`config.mk`:
```
export PLATFORM = sky130hd
export DESIGN_NAME = vacuum_session_ctrl_flat
export DESIGN_NICKNAME = d
export VERILOG_FILES = /design/src/rtl/vacuum_session_ctrl_pkg.sv /design/src/rtl/vacuum_session_ctrl_if.sv /design/src/rtl/vacuum_session_ctrl_sec_down_counter.sv /design/src/rtl/vacuum_session_ctrl.sv /design/src/flat_wrapper.sv
export SDC_FILE = /design/constraint.sdc
export NUM_CORES = 1
export LEC_CHECK = 0
export BUFFER_PORTS_ARGS = -buffer_cell sky130_fd_sc_hd__buf_2
export CAP_MARGIN = 20
export CORE_UTILIZATION = 55
export DETAILED_ROUTE_END_ITERATION = 10
export GPL_TIMING_DRIVEN = 0
export PLACE_DENSITY = 0.79
export SLEW_MARGIN = 20
export SYNTH_ARGS = -nofsm -noshare
export SYNTH_HDL_FRONTEND = slang
export SYNTH_SLANG_ARGS = --single-unit
```
`constraint.sdc`:
```
create_clock -name clk -period 2.4 [get_ports clk]
set_clock_uncertainty 0.05 [all_clocks]
set_input_delay 0.48 -clock clk [delete_from_list [all_inputs] [get_ports clk]]
set_output_delay 0.48 -clock clk [all_outputs]
set_load 0.01 [all_outputs]
```
`src/rtl/vacuum_session_ctrl_pkg.sv`:
```
// State encoding, battery width and output bundle shared by the vacuum session
// controller, the schedule matcher and the motor blocks.
package vacuum_pkg;
    localparam int BATT_W  = 7;
    localparam int STATE_W = 3;

    localparam logic [STATE_W-1:0] ST_IDLE   = 3'd0;
    localparam logic [STATE_W-1:0] ST_UNDOCK = 3'd1;
    localparam logic [STATE_W-1:0] ST_CLEAN  = 3'd2;
    localparam logic [STATE_W-1:0] ST_RETURN = 3'd3;
    localparam logic [STATE_W-1:0] ST_FAULT  = 3'd4;

    typedef struct packed {
        logic drive_en;
        logic brush_en;
        logic seek_dock;
        logic charging;
        logic fault;
        logic session_done;
    } vac_outs_t;

    // States in which the wheels move and the stuck detector is live.
    function automatic logic is_moving(logic [STATE_W-1:0] s);
        return (s == ST_UNDOCK) || (s == ST_CLEAN) || (s == ST_RETURN);
    endfunction
endpackage

```
`src/rtl/vacuum_session_ctrl_if.sv`:
```
// Sensor/command inputs and actuator outputs of the vacuum session controller.
// master = upstream/sensor side, slave = the controller.
interface vacuum_session_if;
    import vacuum_pkg::*;

    logic                tick_1s;
    logic                start_cleaning;
    logic [BATT_W-1:0]   battery_level;
    logic                bin_full;
    logic                obstacle_stuck;
    logic                dock_contact;
    logic                clear_fault;
    logic                drive_en;
    logic                brush_en;
    logic                seek_dock;
    logic                charging;
    logic                fault;
    logic                session_done;
    logic [STATE_W-1:0]  state;

    modport master (
        output tick_1s, start_cleaning, battery_level, bin_full,
               obstacle_stuck, dock_contact, clear_fault,
        input  drive_en, brush_en, seek_dock, charging, fault,
               session_done, state
    );

    modport slave (
        input  tick_1s, start_cleaning, battery_level, bin_full,
               obstacle_stuck, dock_contact, clear_fault,
        output drive_en, brush_en, seek_dock, charging, fault,
               session_done, state
    );
endinterface

```
`src/rtl/vacuum_session_ctrl_sec_down_counter.sv`:
```
// Loadable, tick-enabled down-counter that saturates at zero.
// A load always wins over a tick in the same cycle.
module sec_down_counter #(
    parameter  int MAX = 1,
    localparam int W   = $clog2(MAX + 1)
) (
    input  logic         clk,
    input  logic         rst,
    input  logic         load,
    input  logic [W-1:0] load_val,
    input  logic         tick,
    output logic [W-1:0] count
);
    always_ff @(posedge clk or posedge rst) begin
        if (rst) begin
            count <= '0;
        end else if (load) begin
            count <= load_val;
        end else if (tick && (count != '0)) begin
            count <= count - 1'b1;
        end
    end
endmodule

```
`src/rtl/vacuum_session_ctrl.sv`:
```
// Cleaning-session sequencer: undock, timed clean, return to dock, stuck fault.
// Optional resume after a low-battery return is built when VAC_RESUME_EN is defined.
//
// state  | meaning
// IDLE   | parked, charger follows dock contact, waiting for a start
// UNDOCK | driving off the dock before brushes spin up
// CLEAN  | drive + brush, remaining clean time counting down
// RETURN | seeking the dock
// FAULT  | wheels stalled too long, waiting for user acknowledge
module vacuum_session_ctrl
    import vacuum_pkg::*;
#(
    parameter int CLEAN_SECONDS  = 1800,
    parameter int UNDOCK_SECONDS = 3,
    parameter int MIN_BATTERY    = 30,
    parameter int LOW_BATTERY    = 15,
    parameter int STUCK_SECONDS  = 10
) (
    input logic             clk,
    input logic             rst,
    vacuum_session_if.slave bus
);
    localparam int TMR_MAX = (CLEAN_SECONDS > UNDOCK_SECONDS) ? CLEAN_SECONDS : UNDOCK_SECONDS;
    localparam int TW      = $clog2(TMR_MAX + 1);
    localparam int SW      = $clog2(STUCK_SECONDS + 1);

    localparam logic [TW-1:0]     CLEAN_LD  = TW'(CLEAN_SECONDS);
    localparam logic [TW-1:0]     UNDOCK_LD = TW'(UNDOCK_SECONDS);
    localparam logic [SW-1:0]     STUCK_LD  = SW'(STUCK_SECONDS);
    localparam logic [BATT_W-1:0] MIN_B     = BATT_W'(MIN_BATTERY);
    localparam logic [BATT_W-1:0] LOW_B     = BATT_W'(LOW_BATTERY);

    logic [STATE_W-1:0] state_q, state_nxt;
    vac_outs_t          outs_q;
    logic               start_q, start_rise_q, armed_q;
    logic               tmr_load, stk_load;
    logic [TW-1:0]      tmr_ld_val, tmr_cnt, clean_ld;
    logic [SW-1:0]      stk_cnt;
    logic               batt_ok, batt_low, stuck_trip, resume_go, done_ok, done_nxt;

    assign batt_ok    = bus.battery_level >= MIN_B;
    assign batt_low   = bus.battery_level < LOW_B;
    assign stuck_trip = is_moving(state_q) && (stk_cnt == '0);
    // Stuck seconds must be consecutive and within one state.
    assign stk_load   = !bus.obstacle_stuck || !is_moving(state_q) || (state_nxt != state_q);

`ifdef VAC_RESUME_EN
    logic          resume_q;
    logic [TW-1:0] resume_cnt_q;

    assign resume_go = resume_q && batt_ok;
    assign clean_ld  = resume_q ? resume_cnt_q : CLEAN_LD;
    assign done_ok   = !resume_q;

    always_ff @(posedge clk or posedge rst) begin
        if (rst) begin
            resume_q     <= 1'b0;
            resume_cnt_q <= '0;
        end else if (bus.clear_fault) begin
            resume_q     <= 1'b0;
        end else if ((state_q == ST_CLEAN) && (state_nxt == ST_RETURN) && batt_low && (tmr_cnt != '0)) begin
            resume_q     <= 1'b1;
            resume_cnt_q <= tmr_cnt;
        end else if ((state_q == ST_UNDOCK) && (state_nxt == ST_CLEAN)) begin
            resume_q     <= 1'b0;
        end
    end
`else
    assign resume_go = 1'b0;
    assign clean_ld  = CLEAN_LD;
    assign done_ok   = 1'b1;
`endif

    always_comb begin
        state_nxt  = state_q;
        tmr_load   = 1'b0;
        tmr_ld_val = UNDOCK_LD;
        done_nxt   = 1'b0;
        case (state_q)
            ST_IDLE: begin
                if ((start_rise_q && batt_ok && !bus.bin_full) || resume_go) begin
                    state_nxt = ST_UNDOCK;
                    tmr_load  = 1'b1;
                end
            end
            ST_UNDOCK: begin
                if (stuck_trip) begin
                    state_nxt = ST_FAULT;
                end else if (tmr_cnt == '0) begin
                    state_nxt  = ST_CLEAN;
                    tmr_load   = 1'b1;
                    tmr_ld_val = clean_ld;
                end
            end
            ST_CLEAN: begin
                if (stuck_trip) begin
                    state_nxt = ST_FAULT;
                end else if (batt_low || bus.bin_full || (tmr_cnt == '0)) begin
                    state_nxt = ST_RETURN;
                end
            end
            ST_RETURN: begin
                if (stuck_trip) begin
                    state_nxt = ST_FAULT;
                end else if (bus.dock_contact) begin
                    state_nxt = ST_IDLE;
                    done_nxt  = done_ok;
                end
            end
            ST_FAULT: begin
                if (bus.clear_fault && !bus.obstacle_stuck) begin
                    state_nxt = ST_IDLE;
                end
            end
            default: state_nxt = ST_IDLE;
        endcase
    end

    sec_down_counter #(.MAX(TMR_MAX)) u_sec_tmr (
        .clk      (clk),
        .rst      (rst),
        .load     (tmr_load),
        .load_val (tmr_ld_val),
        .tick     (bus.tick_1s),
        .count    (tmr_cnt)
    );

    sec_down_counter #(.MAX(STUCK_SECONDS)) u_stuck_tmr (
        .clk      (clk),
        .rst      (rst),
        .load     (stk_load),
        .load_val (STUCK_LD),
        .tick     (bus.tick_1s),
        .count    (stk_cnt)
    );

    // armed_q masks a start level that is already high when reset releases.
    always_ff @(posedge clk or posedge rst) begin
        if (rst) begin
            state_q      <= ST_IDLE;
            outs_q       <= '0;
            start_q      <= 1'b0;
            start_rise_q <= 1'b0;
            armed_q      <= 1'b0;
        end else begin
            armed_q             <= 1'b1;
            start_q             <= bus.start_cleaning;
            start_rise_q        <= armed_q && bus.start_cleaning && !start_q;
            state_q             <= state_nxt;
            outs_q.drive_en     <= is_moving(state_nxt);
            outs_q.brush_en     <= (state_nxt == ST_CLEAN);
            outs_q.seek_dock    <= (state_nxt == ST_RETURN);
            outs_q.charging     <= (state_nxt == ST_IDLE) && bus.dock_contact;
            outs_q.fault        <= (state_nxt == ST_FAULT);
            outs_q.session_done <= done_nxt;
        end
    end

    assign bus.drive_en     = outs_q.drive_en;
    assign bus.brush_en     = outs_q.brush_en;
    assign bus.seek_dock    = outs_q.seek_dock;
    assign bus.charging     = outs_q.charging;
    assign bus.fault        = outs_q.fault;
    assign bus.session_done = outs_q.session_done;
    assign bus.state        = state_q;
endmodule
```
`src/flat_wrapper.sv`:
```
// flat-port wrapper written by rule: the top's interface ports become plain ports
module vacuum_session_ctrl_flat import vacuum_pkg::*;
#(
    parameter int CLEAN_SECONDS  = 1800,
    parameter int UNDOCK_SECONDS = 3,
    parameter int MIN_BATTERY    = 30,
    parameter int LOW_BATTERY    = 15,
    parameter int STUCK_SECONDS  = 10
)
  (clk, rst, bus_tick_1s, bus_start_cleaning, bus_battery_level, bus_bin_full, bus_obstacle_stuck, bus_dock_contact, bus_clear_fault, bus_drive_en, bus_brush_en, bus_seek_dock, bus_charging, bus_fault, bus_session_done, bus_state);
  vacuum_session_if bus_i ();
  input logic clk;
  input logic rst;
  input wire logic [$bits(bus_i.tick_1s)-1:0] bus_tick_1s;
  input wire logic [$bits(bus_i.start_cleaning)-1:0] bus_start_cleaning;
  input wire logic [$bits(bus_i.battery_level)-1:0] bus_battery_level;
  input wire logic [$bits(bus_i.bin_full)-1:0] bus_bin_full;
  input wire logic [$bits(bus_i.obstacle_stuck)-1:0] bus_obstacle_stuck;
  input wire logic [$bits(bus_i.dock_contact)-1:0] bus_dock_contact;
  input wire logic [$bits(bus_i.clear_fault)-1:0] bus_clear_fault;
  output wire logic [$bits(bus_i.drive_en)-1:0] bus_drive_en;
  output wire logic [$bits(bus_i.brush_en)-1:0] bus_brush_en;
  output wire logic [$bits(bus_i.seek_dock)-1:0] bus_seek_dock;
  output wire logic [$bits(bus_i.charging)-1:0] bus_charging;
  output wire logic [$bits(bus_i.fault)-1:0] bus_fault;
  output wire logic [$bits(bus_i.session_done)-1:0] bus_session_done;
  output wire logic [$bits(bus_i.state)-1:0] bus_state;
  assign bus_i.tick_1s = bus_tick_1s;
  assign bus_i.start_cleaning = bus_start_cleaning;
  assign bus_i.battery_level = bus_battery_level;
  assign bus_i.bin_full = bus_bin_full;
  assign bus_i.obstacle_stuck = bus_obstacle_stuck;
  assign bus_i.dock_contact = bus_dock_contact;
  assign bus_i.clear_fault = bus_clear_fault;
  assign bus_drive_en = bus_i.drive_en;
  assign bus_brush_en = bus_i.brush_en;
  assign bus_seek_dock = bus_i.seek_dock;
  assign bus_charging = bus_i.charging;
  assign bus_fault = bus_i.fault;
  assign bus_session_done = bus_i.session_done;
  assign bus_state = bus_i.state;
  vacuum_session_ctrl #(.CLEAN_SECONDS(CLEAN_SECONDS), .UNDOCK_SECONDS(UNDOCK_SECONDS), .MIN_BATTERY(MIN_BATTERY), .LOW_BATTERY(LOW_BATTERY), .STUCK_SECONDS(STUCK_SECONDS)) u_core (.clk(clk), .rst(rst), .bus(bus_i));
endmodule
```
Yosys cells after proc, flatten, opt, wreduce, memory -nomap -nowiden:

Cells that the tools add are included.

* add/subtract/negate cells: 2
* $lt $le $gt $ge: 2
* eq/ne operators: 9
* multiplexer cells: 23
* reductions and logical operators: 29

Operators by type and width (count)
* $mux 11: 5
* $mux 3: 8
* $pmux 3 s5: 1
* $eq 3x2->1 const B: 4
* $logic_not 11->1: 1
* $reduce_bool 11->1: 1
* $sub 11x1->11 const B: 1
* $logic_and 1x1->1: 9
* $logic_or 1x1->1: 8
* $mux 4: 2
* $ge 7x5->1 const B: 1
* $lt 7x4->1 const B: 1
* $eq 3x1->1 const B: 2
* $eq 3x3->1 const B: 2
* $logic_not 3->1: 2
* $mux 1: 6
* $logic_not 1->1: 4
* $logic_not 4->1: 1
* $reduce_bool 2->1: 2
* $reduce_bool 4->1: 1
* $sub 4x1->4 const B: 1
* $ne 3x3->1: 1
* $pmux 1 s2: 1

* flip-flop bits (word level): 27

Depth between registers and ports, before layout:

Gate-level depths: netlist (run 1).

* depth after elaboration: 9
* depth in mapped cells: 8
* gate-level depth less buffers: 7

Modules after synthesis:

From an unflattened synthesis (run 1), not the netlist that was laid out.

* cells, all modules: 161
* area total of the unflattened synthesis: 1534.0 µm²

By module, submodules not included
* sec_down_counter at u_core.u_sec_tmr: times used 1, cells each 70, area an instance 668.1 µm², seq. area each 275.3 µm²
* vacuum_session_ctrl: times used 1, cells each 63, area an instance 616.8 µm², seq. area each 300.3 µm²
* sec_down_counter at u_core.u_stuck_tmr: times used 1, cells each 28, area an instance 249.0 µm², seq. area each 100.1 µm²

Least setup slack after synthesis (run 1):

Ideal clock, no wire load.

* kind: reg2reg
* start: register u_core.u_sec_tmr.count[0]
* end: register, netlist name u_core.bus.charging
* arrival time: 1.973 ns
* data required time: 2.255 ns
* path slack: 0.281 ns
* stages on the path, launching flop included: 9
* path buffers: 1
* clock period less this slack: 2.119 ns
* path through: dfrtp_1 -> inv_1 -> ha_1 -> or3b_1 -> buf_6 -> nor3_4 -> nor3b_1 -> o32a_4 -> nor4bb_4

* cells in the longest elaborated chain, start to end: 7
* elaborated cells on any way between the ends: 9

RTL lines
* start, declared: line vacuum_session_ctrl_sec_down_counter.sv:12 `output logic [W-1:0] count`
* start signal, assigned: line vacuum_session_ctrl_sec_down_counter.sv:18 `count <= load_val;`
* start signal, assigned: line vacuum_session_ctrl_sec_down_counter.sv:20 `count <= count - 1'b1;`
* $logic_not 11->1 *: line vacuum_session_ctrl.sv:89, vacuum_session_ctrl.sv:98
* $logic_or 1x1->1: line vacuum_session_ctrl.sv:98 `end else if (batt_low || bus.bin_full || (tmr_cnt == '0)) begin`
* $mux 3: line vacuum_session_ctrl.sv:98
* $mux 3: line vacuum_session_ctrl.sv:96 `if (stuck_trip) begin`
* $pmux 3 s5 *: line vacuum_session_ctrl.sv:79 `case (state_q)`
* via u_core.state_nxt[0]: line vacuum_session_ctrl.sv:33 `logic [STATE_W-1:0] state_q, state_nxt;`
* $logic_not 3->1 *: line vacuum_session_ctrl.sv:153 `outs_q.charging <= (state_nxt == ST_IDLE) && bus.dock_contact;`
* $logic_and 1x1->1 *: line vacuum_session_ctrl.sv:153

Mark *: on every way through the listed nets, which the timed path passes. The rest lies on a longest branch.
A chain may end at the register's enable or synchronous reset.

Worst setup path after layout (run 1):

* start: register u_core.u_sec_tmr.count[1]
* end: register, netlist name u_core.bus.charging

* cells in the longest elaborated chain, start to end: 7
* elaborated cells on any way between the ends: 9

RTL lines (line)
* $logic_not 11->1 *: vacuum_session_ctrl.sv:89, vacuum_session_ctrl.sv:98
* $logic_or 1x1->1: vacuum_session_ctrl.sv:98
* $mux 3: vacuum_session_ctrl.sv:98
* $mux 3: vacuum_session_ctrl.sv:96
* $pmux 3 s5 *: vacuum_session_ctrl.sv:79
* via u_core.state_nxt[0]: vacuum_session_ctrl.sv:33
* $logic_not 3->1 *: vacuum_session_ctrl.sv:153
* $logic_and 1x1->1 *: vacuum_session_ctrl.sv:153

Marks and branches as above.

==> out/results.ini, run 1 <==
[run_status]
status = finished clean

[placed_design]
placed_cell_area_mm2 = 0.00161
post-dp-hpwl_mm = 2.12
gp_congestion = 0.804
port_buffers = 23

[yosys]
ys_ff_latch = 27
synth-edff-count = 0
yosysSeqAreaShare = 0.462
synth.net_count = 157
synth_ff_type = dfrtp_1
syn_avg_cell_area_um2 = 10.5
yosysTopAreaCellShare = 0.462
synthTopCellsByCount = 27 x dfrtp_1, 14 x nor2_1, 9 x nand2_1
yosys.area.top_type = dfrtp_1
syn_inst = 139
ys_warn_count = 0
synthMostInstantiatedCell = dfrtp_1
syn_area_mm2 = 0.00146
ys_types = 45
async_reset_ff_frac = 1.00
synth.area.top_cells = dfrtp_1 46%, nor2_1 3.6%, xnor2_1 3.6%

[clock_network]
clk_pin_slew_ps = 130
cts_tree = done
h-tree-depth = 1
cts_max_path_buffers = 2
clock_latency_ps = 320
cts.sink_count = 27
cts_buffers = 3
cts_root_buffer = clkbuf_4
cts_hold_buf = 0

[timing]
slew-limit-headroom = 0.604
holdWs_ps = 133
max_freq_mhz = 439
rsz0062_at_grt = false
fin_setup_tns_ps = 0
tightest_slew_ps = 585
setup_viol = 0
period_needed_ps = 2280
finalMaxSlewViolations = 0
finalHoldViolCount = 0
post-route-period-util = 0.950

[critical_path]
worstRegToRegCells = 8
critPathKind = reg -> reg
endpoint_kind = register
arrival_ps = 2470
rr_startpoint = u_core.u_sec_tmr.count[1]$_DFFE_PP0P_
worstSetupStartpointType = register
critPathMaxFanout = 7
r2r_slack_ps = 120
required_ps = 2590
worstReg2RegEnd = u_core.bus.charging$_DFF_PP0_

[drt]
postRouteAntennaNets = 0
dr.pass1.iters = 4
vias = 1111
via_per_inst = 5.64
routed_wl_mm = 2.80
initialDrtViolationCount = 21
drt_drc_violations_left = 0
routedWlPerCell_um = 14.2

[floorplanning]
fp.dieW_um = 53.5
fp.dieH_um = 53.5
core_mm2 = 0.00250
start_util = 0.585
dieArea_mm2 = 0.00287
num_io_pins = 24
row_count = 18

[power_and_ir_drop]
powerDensity_mw_per_mm2 = 961
p_leak_nw = 0.758
clkPwrFrac = 0.122
worst_ir_drop_vdd_uv = 663
p_comb_frac = 0.428
swShare = 0.383
power.share.sequential = 0.450
p_int_mw = 0.979
power_switching_mw = 0.608

[global_routing]
gr-total-overflow = 0
grt_first_pass_wirelength_mm = 4.57
grt_usage = 0.218
grt_pass1_vias = 1075
antenna_found_initial = 0
grt_max_degree = 28

[cells_and_area]
design_area_mm2 = 0.00165
syn_to_final_growth_pct = 13.0
regArea_um2 = 676
multiInputGateArea_um2 = 727
final_nets = 186
fillers = 194
drive_above_1_share = 0.257
antenna_cells = 0

[worst_hold_path]
hold_class = in -> async

[flow_run]
cap_violations = 0

final cells by class:
class / instances / area share
multi-input combinational: 102 / 0.440
sequential: 27 / 0.409
timing repair buffer: 24 / 0.0742
buffer: 4 / 0.0242
tap: 30 / 0.0227
clock buffer: 4 / 0.0159
inverter: 6 / 0.0136
repair_timing:
action,in CTS,in global routing
endpoints found under the setup margin,0,2
resized for setup,0,1
setup buffers,0,1
layer usage:
layer / track usage / share of wire
met5: 0 / 0
met4: 0.0526 / 0.0097
met3: 0.0282 / 0.019
met2: 0.388 / 0.51
met1: 0.278 / 0.46
flip-flops by register name, summed over array words and instances (netlist names):
name                      cells
u_core.u_sec_tmr.count       11
u_core.bus.charging           1
u_core.start_rise_q           1
u_core.u_stuck_tmr.count      4
u_core.bus.session_done       1
u_core.start_q                1
u_core.armed_q                1
u_core.bus.seek_dock          1
u_core.bus.state              3
u_core.bus.brush_en           1
u_core.bus.drive_en           1
u_core.bus.fault              1
layout by cell type, fill, tap and decap left out, drive strengths merged, types with 2 or more instances in the layout:
cell type | Yosys | layout
a21oi | 6 | 6
and2b | 2 | 2
and3 | 3 | 3
buf | 2 | 26
clkbuf | 2 | 6
dfrtp | 27 | 27
ha | 3 | 3
inv | 6 | 6
nand2 | 9 | 9
nand2b | 3 | 3
nand3 | 6 | 6
nor2 | 14 | 14
nor3 | 5 | 5
nor3b | 2 | 2
nor4 | 3 | 3
o21ai | 3 | 3
o22ai | 2 | 2
o31ai | 5 | 5
or3 | 2 | 2
or3b | 2 | 2
or4 | 5 | 5
xnor2 | 6 | 6
xor2 | 4 | 4
worst max-delay path by stage:
| stage | cells after the start | slack [ps] | end | from |
|---|---|---|---|---|
| final | 8 | 120 | u_core.bus.charging$_DFF_PP0_ | u_core.u_sec_tmr.count[1]$_DFFE_PP0P_ |
| after global routing | 8 | 8 | u_core.bus.charging$_DFF_PP0_ | u_core.u_sec_tmr.count[0]$_DFFE_PP0P_ |
| after CTS | 8 | 70 | u_core.bus.charging$_DFF_PP0_ | u_core.u_sec_tmr.count[0]$_DFFE_PP0P_ |
| after detailed placement | 6 | 80 | u_core.bus.charging$_DFF_PP0_ | bus_battery_level[2] |
| after global placement | 8 | 170 | u_core.u_sec_tmr.count[5]$_DFFE_PP0P_ | u_core.u_sec_tmr.count[0]$_DFFE_PP0P_ |
| after floorplan | 8 | 280 | u_core.bus.charging$_DFF_PP0_ | u_core.u_sec_tmr.count[0]$_DFFE_PP0P_ |
critical path, cell delays in order (launching register included):
cell and delay (ps):
dfrtp_1 440, inv_1 70, ha_1 170, or3b_1 360, buf_6 150, nor3_4 230, nor3b_1 90, o32a_4 350
nor4bb_4 280
power groups by stage:
stage | clock [mW] | sequential, mW | combinational [mW]
after floorplan | 0 | 0.712 | 0.505
after global placement | 0 | 0.718 | 0.624
after detailed placement | 0 | 0.725 | 0.657
after CTS | 0.200 | 0.718 | 0.659
after global routing | 0.212 | 0.737 | 0.749
final | 0.193 | 0.715 | 0.680
cells by family (layout without fill, tap and decap cells):
logic type | after synthesis | count (layout) | synth area share
AO/OA/AOI/OAI | 25 | 25 | 0.138
XOR/XNOR | 10 | 10 | 0.0599
adder cells (fa/ha/maj) | 3 | 3 | 0.0257
buffers and inverters | 10 | 38 | 0.0428
flip-flops | 27 | 27 | 0.462
other | 1 | 1 | 0.00257
AND/OR/NAND/NOR | 63 | 63 | 0.269
through the flow:
| stage | power, mW | cells | setup WS (ps) | utilization |
|---|---|---|---|---|
| finish | 1.59 | 197 | 121 | 0.661 |
| global route | 1.70 | 197 | 7.98 | 0.661 |
| CTS | 1.58 | 196 | 72.1 | 0.656 |
| detailed placement | 1.38 | 192 | 83.8 | 0.646 |
| global placement | 1.34 | 192 | 166 | 0.646 |
| floorplan | 1.22 | 139 | 281 | - |
(Power assumes the default switching activity.)
==> run 2: changes to the inputs <==
--- a/config.mk
+++ b/config.mk
@@ -8,9 +8,11 @@
 export BUFFER_PORTS_ARGS = -buffer_cell sky130_fd_sc_hd__buf_2
 export CAP_MARGIN = 20
 export CORE_UTILIZATION = 55
+export CTS_BUF_LIST = sky130_fd_sc_hd__clkbuf_16
 export DETAILED_ROUTE_END_ITERATION = 10
 export GPL_TIMING_DRIVEN = 0
 export PLACE_DENSITY = 0.79
+export RECOVER_POWER = 25
 export SLEW_MARGIN = 20
 export SYNTH_ARGS = -nofsm -noshare
 export SYNTH_HDL_FRONTEND = slang
==> run 2 against run 1 <==
Non-clock buffer count down 1. Power up 10%. Combinational power down 2.9%. Via count up 0.36%. Worst hold slack better by 160 ps. Flip-flop and latch count unchanged. Die area unchanged. Register-to-register slack about the same. Sequential share of layout area down 1.1 points. First-iteration DRC count up 57%. Cell area up 2.7%. Global-route usage up 0.54 points. Largest cell class unchanged.
==> out/results.ini, run 2 (synthesized netlist as in run 1, its figures left out) <==
[run_status]
status = finished clean

[drt]
initialDrtViolationCount = 33  ; +57%
postRouteAntennaNets = 0  ; unchanged
vias = 1115  ; +0.36%
routedWlPerCell_um = 14.4  ; +1.3%
drt_drc_violations_left = 0  ; unchanged
via_per_inst = 5.69  ; +0.87%
routed_wl_mm = 2.82  ; +0.75%
dr.pass1.iters = 4  ; unchanged

[global_routing]
grt_first_pass_wirelength_mm = 4.60  ; +0.61%
grt_pass1_vias = 1067  ; -0.74%
gr-total-overflow = 0  ; unchanged
antenna_found_initial = 0  ; unchanged
grt_usage = 0.223  ; +0.00540
grt_max_degree = 28  ; unchanged

[critical_path]
worstReg2RegEnd = u_core.u_sec_tmr.count[5]$_DFFE_PP0P_
critPathKind = reg -> reg
r2r_slack_ps = 110  ; about the same
endpoint_kind = register
crit_family = simple AND/OR/NAND/NOR gates
worstRegToRegCells = 8  ; unchanged
max_stage_delay_ps = 460  ; +20 ps
rr_startpoint = u_core.u_sec_tmr.count[0]$_DFFE_PP0P_
worstSetupStartpointType = register
required_ps = 2530  ; -60 ps
critPathSlowestCell = or4_4
critPathMaxFanout = 8  ; +1
cp_cell_sequence = inv_1, ha_1, or3b_1, buf_6, o31ai_4, or4_4, or4_1, a21oi_1
arrival_ps = 2420  ; -50 ps
cp.buffers_inverters = 2  ; unchanged

[timing]
holdWs_ps = 289  ; +156 ps
finalHoldViolCount = 0  ; unchanged
slew-limit-headroom = 0.340  ; -0.264
post-route-period-util = 0.955  ; +0.00526
fin_ws_ps = 108  ; -12.6 ps
setup_viol = 0  ; unchanged
tightest_slew_ps = 989  ; +404 ps
period_needed_ps = 2290  ; +12.6 ps
max_freq_mhz = 436  ; -0.55%
finalMaxSlewViolations = 0  ; unchanged
rsz0062_at_grt = true

[cells_and_area]
largest_register_ffs = 11  ; unchanged
drive_above_1_share = 0.247  ; -0.0105
layout_common_cells = 27 x dfrtp_1, 23 x buf_2, 14 x nor2_1
top_register = u_core.u_sec_tmr.count
syn_to_final_growth_pct = 16.1
final_core_util = 0.679  ; +0.0180
final_nets = 185  ; -0.54%
layout_commonest_cell = dfrtp_1
antenna_cells = 0  ; unchanged

[clock_network]
cts_max_path_buffers = 2  ; unchanged
h-tree-depth = 1  ; unchanged
cts_resized = 0  ; unchanged
postCtsSetupBuffers = 0  ; unchanged
cts_root_buffer = clkbuf_16
cts.sink_count = 27  ; unchanged
clk_pin_slew_ps = 60  ; -70 ps
cts_hold_buf = 0  ; unchanged
cts_tree = done
clock_latency_ps = 260  ; -60 ps
cts_buffers = 3  ; unchanged

[placed_design]
gp_congestion = 0.804  ; unchanged
post-dp-hpwl_mm = 2.12  ; unchanged
dp_slack_ps = 83.8  ; unchanged
port_buffers = 23  ; unchanged

[power_and_ir_drop]
p_leak_nw = 0.781  ; +3.0%
powerDensity_mw_per_mm2 = 1030  ; +7.2%
worst_ir_drop_vdd_uv = 690  ; +4.1%

[worst_hold_path]
hold_end = u_core.start_q$_DFF_PP0_
whs_path_depth = 1
hold_class = in -> reg
min_from = bus_start_cleaning

[floorplanning]
start_util = 0.585  ; unchanged
fp.dieW_um = 53.5  ; unchanged
num_io_pins = 24  ; unchanged
core_mm2 = 0.00250  ; unchanged
fp.dieH_um = 53.5  ; unchanged
dieArea_mm2 = 0.00287  ; unchanged
row_count = 18  ; unchanged

[flow_run]
cap_violations = 0  ; unchanged

-- run 2: per-stage QoR --
stage	instance area, um2	setup TNS (ps)	total power, mW	cells
after floorplan	1460	0	1.22	139
after global placement	1610	0	1.34	192
after detailed placement	1610	0	1.38	192
after CTS	1690	0	1.75	196
after global routing	1700	-3.82	1.86	196
final	1700	0	1.75	196
-- run 2: worst max-delay path by stage --
| stage | start | end | slack [ps] | cells past startpoint |
|---|---|---|---|---|
| floorplan | u_core.u_sec_tmr.count[0]$_DFFE_PP0P_ | u_core.bus.charging$_DFF_PP0_ | 280 | 8 |
| global placement | u_core.u_sec_tmr.count[0]$_DFFE_PP0P_ | u_core.u_sec_tmr.count[5]$_DFFE_PP0P_ | 170 | 8 |
| detailed placement | bus_battery_level[2] | u_core.bus.charging$_DFF_PP0_ | 80 | 6 |
| CTS | u_core.u_sec_tmr.count[0]$_DFFE_PP0P_ | u_core.bus.charging$_DFF_PP0_ | 80 | 8 |
| global route | u_core.u_sec_tmr.count[0]$_DFFE_PP0P_ | u_core.u_sec_tmr.count[5]$_DFFE_PP0P_ | -4 | 8 |
| finish | u_core.u_sec_tmr.count[0]$_DFFE_PP0P_ | u_core.u_sec_tmr.count[5]$_DFFE_PP0P_ | 110 | 8 |
-- run 2: layout make-up --
cell class,count,area (um2)
Sequential cell,27,676
Clock buffer,3,75.1
Timing Repair Buffer,23,115
Fill cell,191,803
Multi-Input combinational cell,102,727
Tap cell,30,37.5
Inverter,6,22.5
Buffer,4,40.0
Clock inverter,1,3.75
-- run 2: power by group --
group,switching [mW],leakage [nW],internal (mW),total [mW]
registers,0.133,0.339,0.588,0.721
logic,0.343,0.400,0.317,0.660
clock network,0.144,0.0423,0.223,0.367
-- run 2: per-layer routing --
layer	GRT usage	routed length, um	vias up
met4	0.0658	27	0
li1	-	-	557
met5	0	0	-
met3	0.0452	66	4
met1	0.280	1280	539
met2	0.385	1440	15
==> run 3: changes to the inputs <==
--- a/config.mk
+++ b/config.mk
@@ -8,7 +8,6 @@
 export BUFFER_PORTS_ARGS = -buffer_cell sky130_fd_sc_hd__buf_2
 export CAP_MARGIN = 20
 export CORE_UTILIZATION = 55
-export CTS_BUF_LIST = sky130_fd_sc_hd__clkbuf_16
 export DETAILED_ROUTE_END_ITERATION = 10
 export GPL_TIMING_DRIVEN = 0
 export PLACE_DENSITY = 0.79
==> run 3 against run 2 <==
Non-clock buffer count increased by 1. Sequential share of layout area increased by 1.1 points. Largest cell class unchanged. Critical path depth is the same. Cell area shrank 2.7%. Core utilization down 1.8 points. Routed wire length shrank 0.71%. Via count decreased by 0.36%. Power is 9.2% lower. Setup slack better by 13 ps. Flip-flop and latch count did not move. Combinational power up 3.0%. Register-to-register slack about the same.
==> out/results.ini, run 3 (synthesized netlist as in run 1, its figures left out) <==
[critical_path]
cp_cell_sequence = inv_1, ha_1, or3b_1, buf_6, nor3_4, nor3b_1, o32a_4, nor4bb_4
critPathKind = reg -> reg
worstSetupStartpointType = register
worst-path-stages = 8  ; unchanged
crit_family = simple AND/OR/NAND/NOR gates
endpoint_kind = register
r2r_slack_ps = 120  ; about the same
rr_startpoint = u_core.u_sec_tmr.count[1]$_DFFE_PP0P_
cp.buffers_inverters = 2  ; unchanged
required_ps = 2590  ; +60 ps
worstReg2RegEnd = u_core.bus.charging$_DFF_PP0_
worstRegToRegCells = 8  ; unchanged
cp-startpoint = u_core.u_sec_tmr.count[1]$_DFFE_PP0P_
arrival_ps = 2470  ; +50 ps
critPathMaxFanout = 7  ; -1
critPathSlowestCell = dfrtp_1
crit_path_end = u_core.bus.charging$_DFF_PP0_
max_stage_delay_ps = 440  ; -20 ps

[cells_and_area]
top_register = u_core.u_sec_tmr.count
design_area_mm2 = 0.00165  ; -2.7%
layout_commonest_cell = dfrtp_1
multiInputGateArea_um2 = 727  ; unchanged
fillers = 194  ; +1.6%
layout_common_cells = 27 x dfrtp_1, 23 x buf_2, 14 x nor2_1
largest_register_ffs = 11  ; unchanged
syn_to_final_growth_pct = 13.0
drive_above_1_share = 0.251  ; +0.00451
final_nets = 186  ; +0.54%
regArea_um2 = 676  ; unchanged
antenna_cells = 0  ; unchanged

[floorplanning]
fp.dieH_um = 53.5  ; unchanged
start_util = 0.585  ; unchanged
row_count = 18  ; unchanged
dieArea_mm2 = 0.00287  ; unchanged
core_mm2 = 0.00250  ; unchanged
num_io_pins = 24  ; unchanged
fp.dieW_um = 53.5  ; unchanged

[power_and_ir_drop]
worst_ir_drop_vdd_uv = 663  ; -4.0%
powerDensity_mw_per_mm2 = 961  ; -6.7%
power_mw = 1.59  ; -9.2%
p_leak_nw = 0.759  ; -2.8%

[clock_network]
cts_root_buffer = clkbuf_4
cts_tree = done
h-tree-depth = 1  ; unchanged
cts.sink_count = 27  ; unchanged
clk_pin_slew_ps = 130  ; +70 ps
cts_max_path_buffers = 2  ; unchanged
cts_buffers = 3  ; unchanged
cts_hold_buf = 0  ; unchanged
clock_latency_ps = 320  ; +60 ps

[global_routing]
grt_first_pass_wirelength_mm = 4.57  ; -0.61%
gr-total-overflow = 0  ; unchanged
grt_max_degree = 28  ; unchanged
grt_usage = 0.218  ; -0.00540
grt_pass1_vias = 1075  ; +0.75%
antenna_found_initial = 0  ; unchanged

[timing]
fin_ws_ps = 121  ; +12.6 ps
setup_viol = 0  ; unchanged
slew-limit-headroom = 0.339  ; -0.000586
fin_setup_tns_ps = 0  ; unchanged
finalMaxSlewViolations = 0  ; unchanged
rsz0062_at_grt = false
max_freq_mhz = 439  ; +0.55%
finalHoldViolCount = 0  ; unchanged
tightest_slew_ps = 990  ; +0.878 ps
post-route-period-util = 0.950  ; -0.00525
holdWs_ps = 216  ; -72.8 ps
period_needed_ps = 2280  ; -12.6 ps

[drt]
postRouteAntennaNets = 0  ; unchanged
vias = 1111  ; -0.36%
dr.pass1.iters = 4  ; unchanged
initialDrtViolationCount = 21  ; -36%
drt_drc_violations_left = 0  ; unchanged
routed_wl_mm = 2.80  ; -0.71%
via_per_inst = 5.64  ; -0.86%
routedWlPerCell_um = 14.2  ; -1.2%

[run_status]
status = finished clean

[flow_run]
cap_violations = 0  ; unchanged

[placed_design]
post-dp-hpwl_mm = 2.12  ; unchanged
gp_congestion = 0.804  ; unchanged
dp_slack_ps = 83.8  ; unchanged
placed_cell_area_mm2 = 0.00161  ; unchanged
port_buffers = 23  ; unchanged

[worst_hold_path]
hold_class = in -> reg
whs_path_depth = 1  ; unchanged

[run 3: cell count changes in the layout (fill, tap and decap cells not counted), sizes merged]
cell / delta
buf: +1
clkbuf: +1
inv: -1
[run 3: metrics by stage]
stage / util / std cells
after floorplan: - / 139
after global placement: 0.646 / 192
after detailed placement: 0.646 / 192
after CTS: 0.656 / 196
after global routing: 0.661 / 197
final: 0.661 / 197
[run 3: report_power, final]
part	switching, mW	internal (mW)
registers	0.129	0.586
clock network	0.128	0.0652
logic	0.352	0.328
total	0.608	0.979
[run 3: worst min path at each step]
stage	from	end	slack (ps)
2_1_floorplan	u_core.start_q$_DFF_PP0_	u_core.start_rise_q$_DFF_PP0_	330
3_3_place_gp	u_core.start_q$_DFF_PP0_	u_core.start_rise_q$_DFF_PP0_	340
3_5_place_dp	u_core.start_q$_DFF_PP0_	u_core.start_rise_q$_DFF_PP0_	340
4_1_cts	bus_start_cleaning	u_core.start_q$_DFF_PP0_	200
5_1_grt	bus_start_cleaning	u_core.start_q$_DFF_PP0_	200
6_report	bus_start_cleaning	u_core.start_q$_DFF_PP0_	220
[run 3: per-layer routing]
layer / vias to the layer above / part of all wire / GRT usage
met5: - / 0 / 0
met4: 0 / 0.0097 / 0.0526
met3: 2 / 0.019 / 0.0282
met2: 16 / 0.51 / 0.388
met1: 530 / 0.46 / 0.278
li1: 563 / - / -
[run 3: worst reg2reg max path, delay by kind of cell (launching register included)]
family                   cells  cell delay [ps]
adder cells (fa/ha/maj)      1              170
flip-flops                   1              440
buffers and inverters        2              220
AO/OA/AOI/OAI                1              350
AND/OR/NAND/NOR              4              970
[run 3: final cells by class]
cell class | instances | share of cell area
multi-input combinational | 102 | 0.440
sequential | 27 | 0.409
inverter | 6 | 0.0136
timing repair buffer | 24 | 0.0742
tap | 30 | 0.0227
clock buffer | 4 | 0.0159
buffer | 4 | 0.0242
[run 3: repair_timing]
| action | CTS | global route |
|---|---|---|
| buffers inserted | 0 | 1 |
| endpoints found under the setup margin | 0 | 2 |
| resized for setup | 0 | 1 |
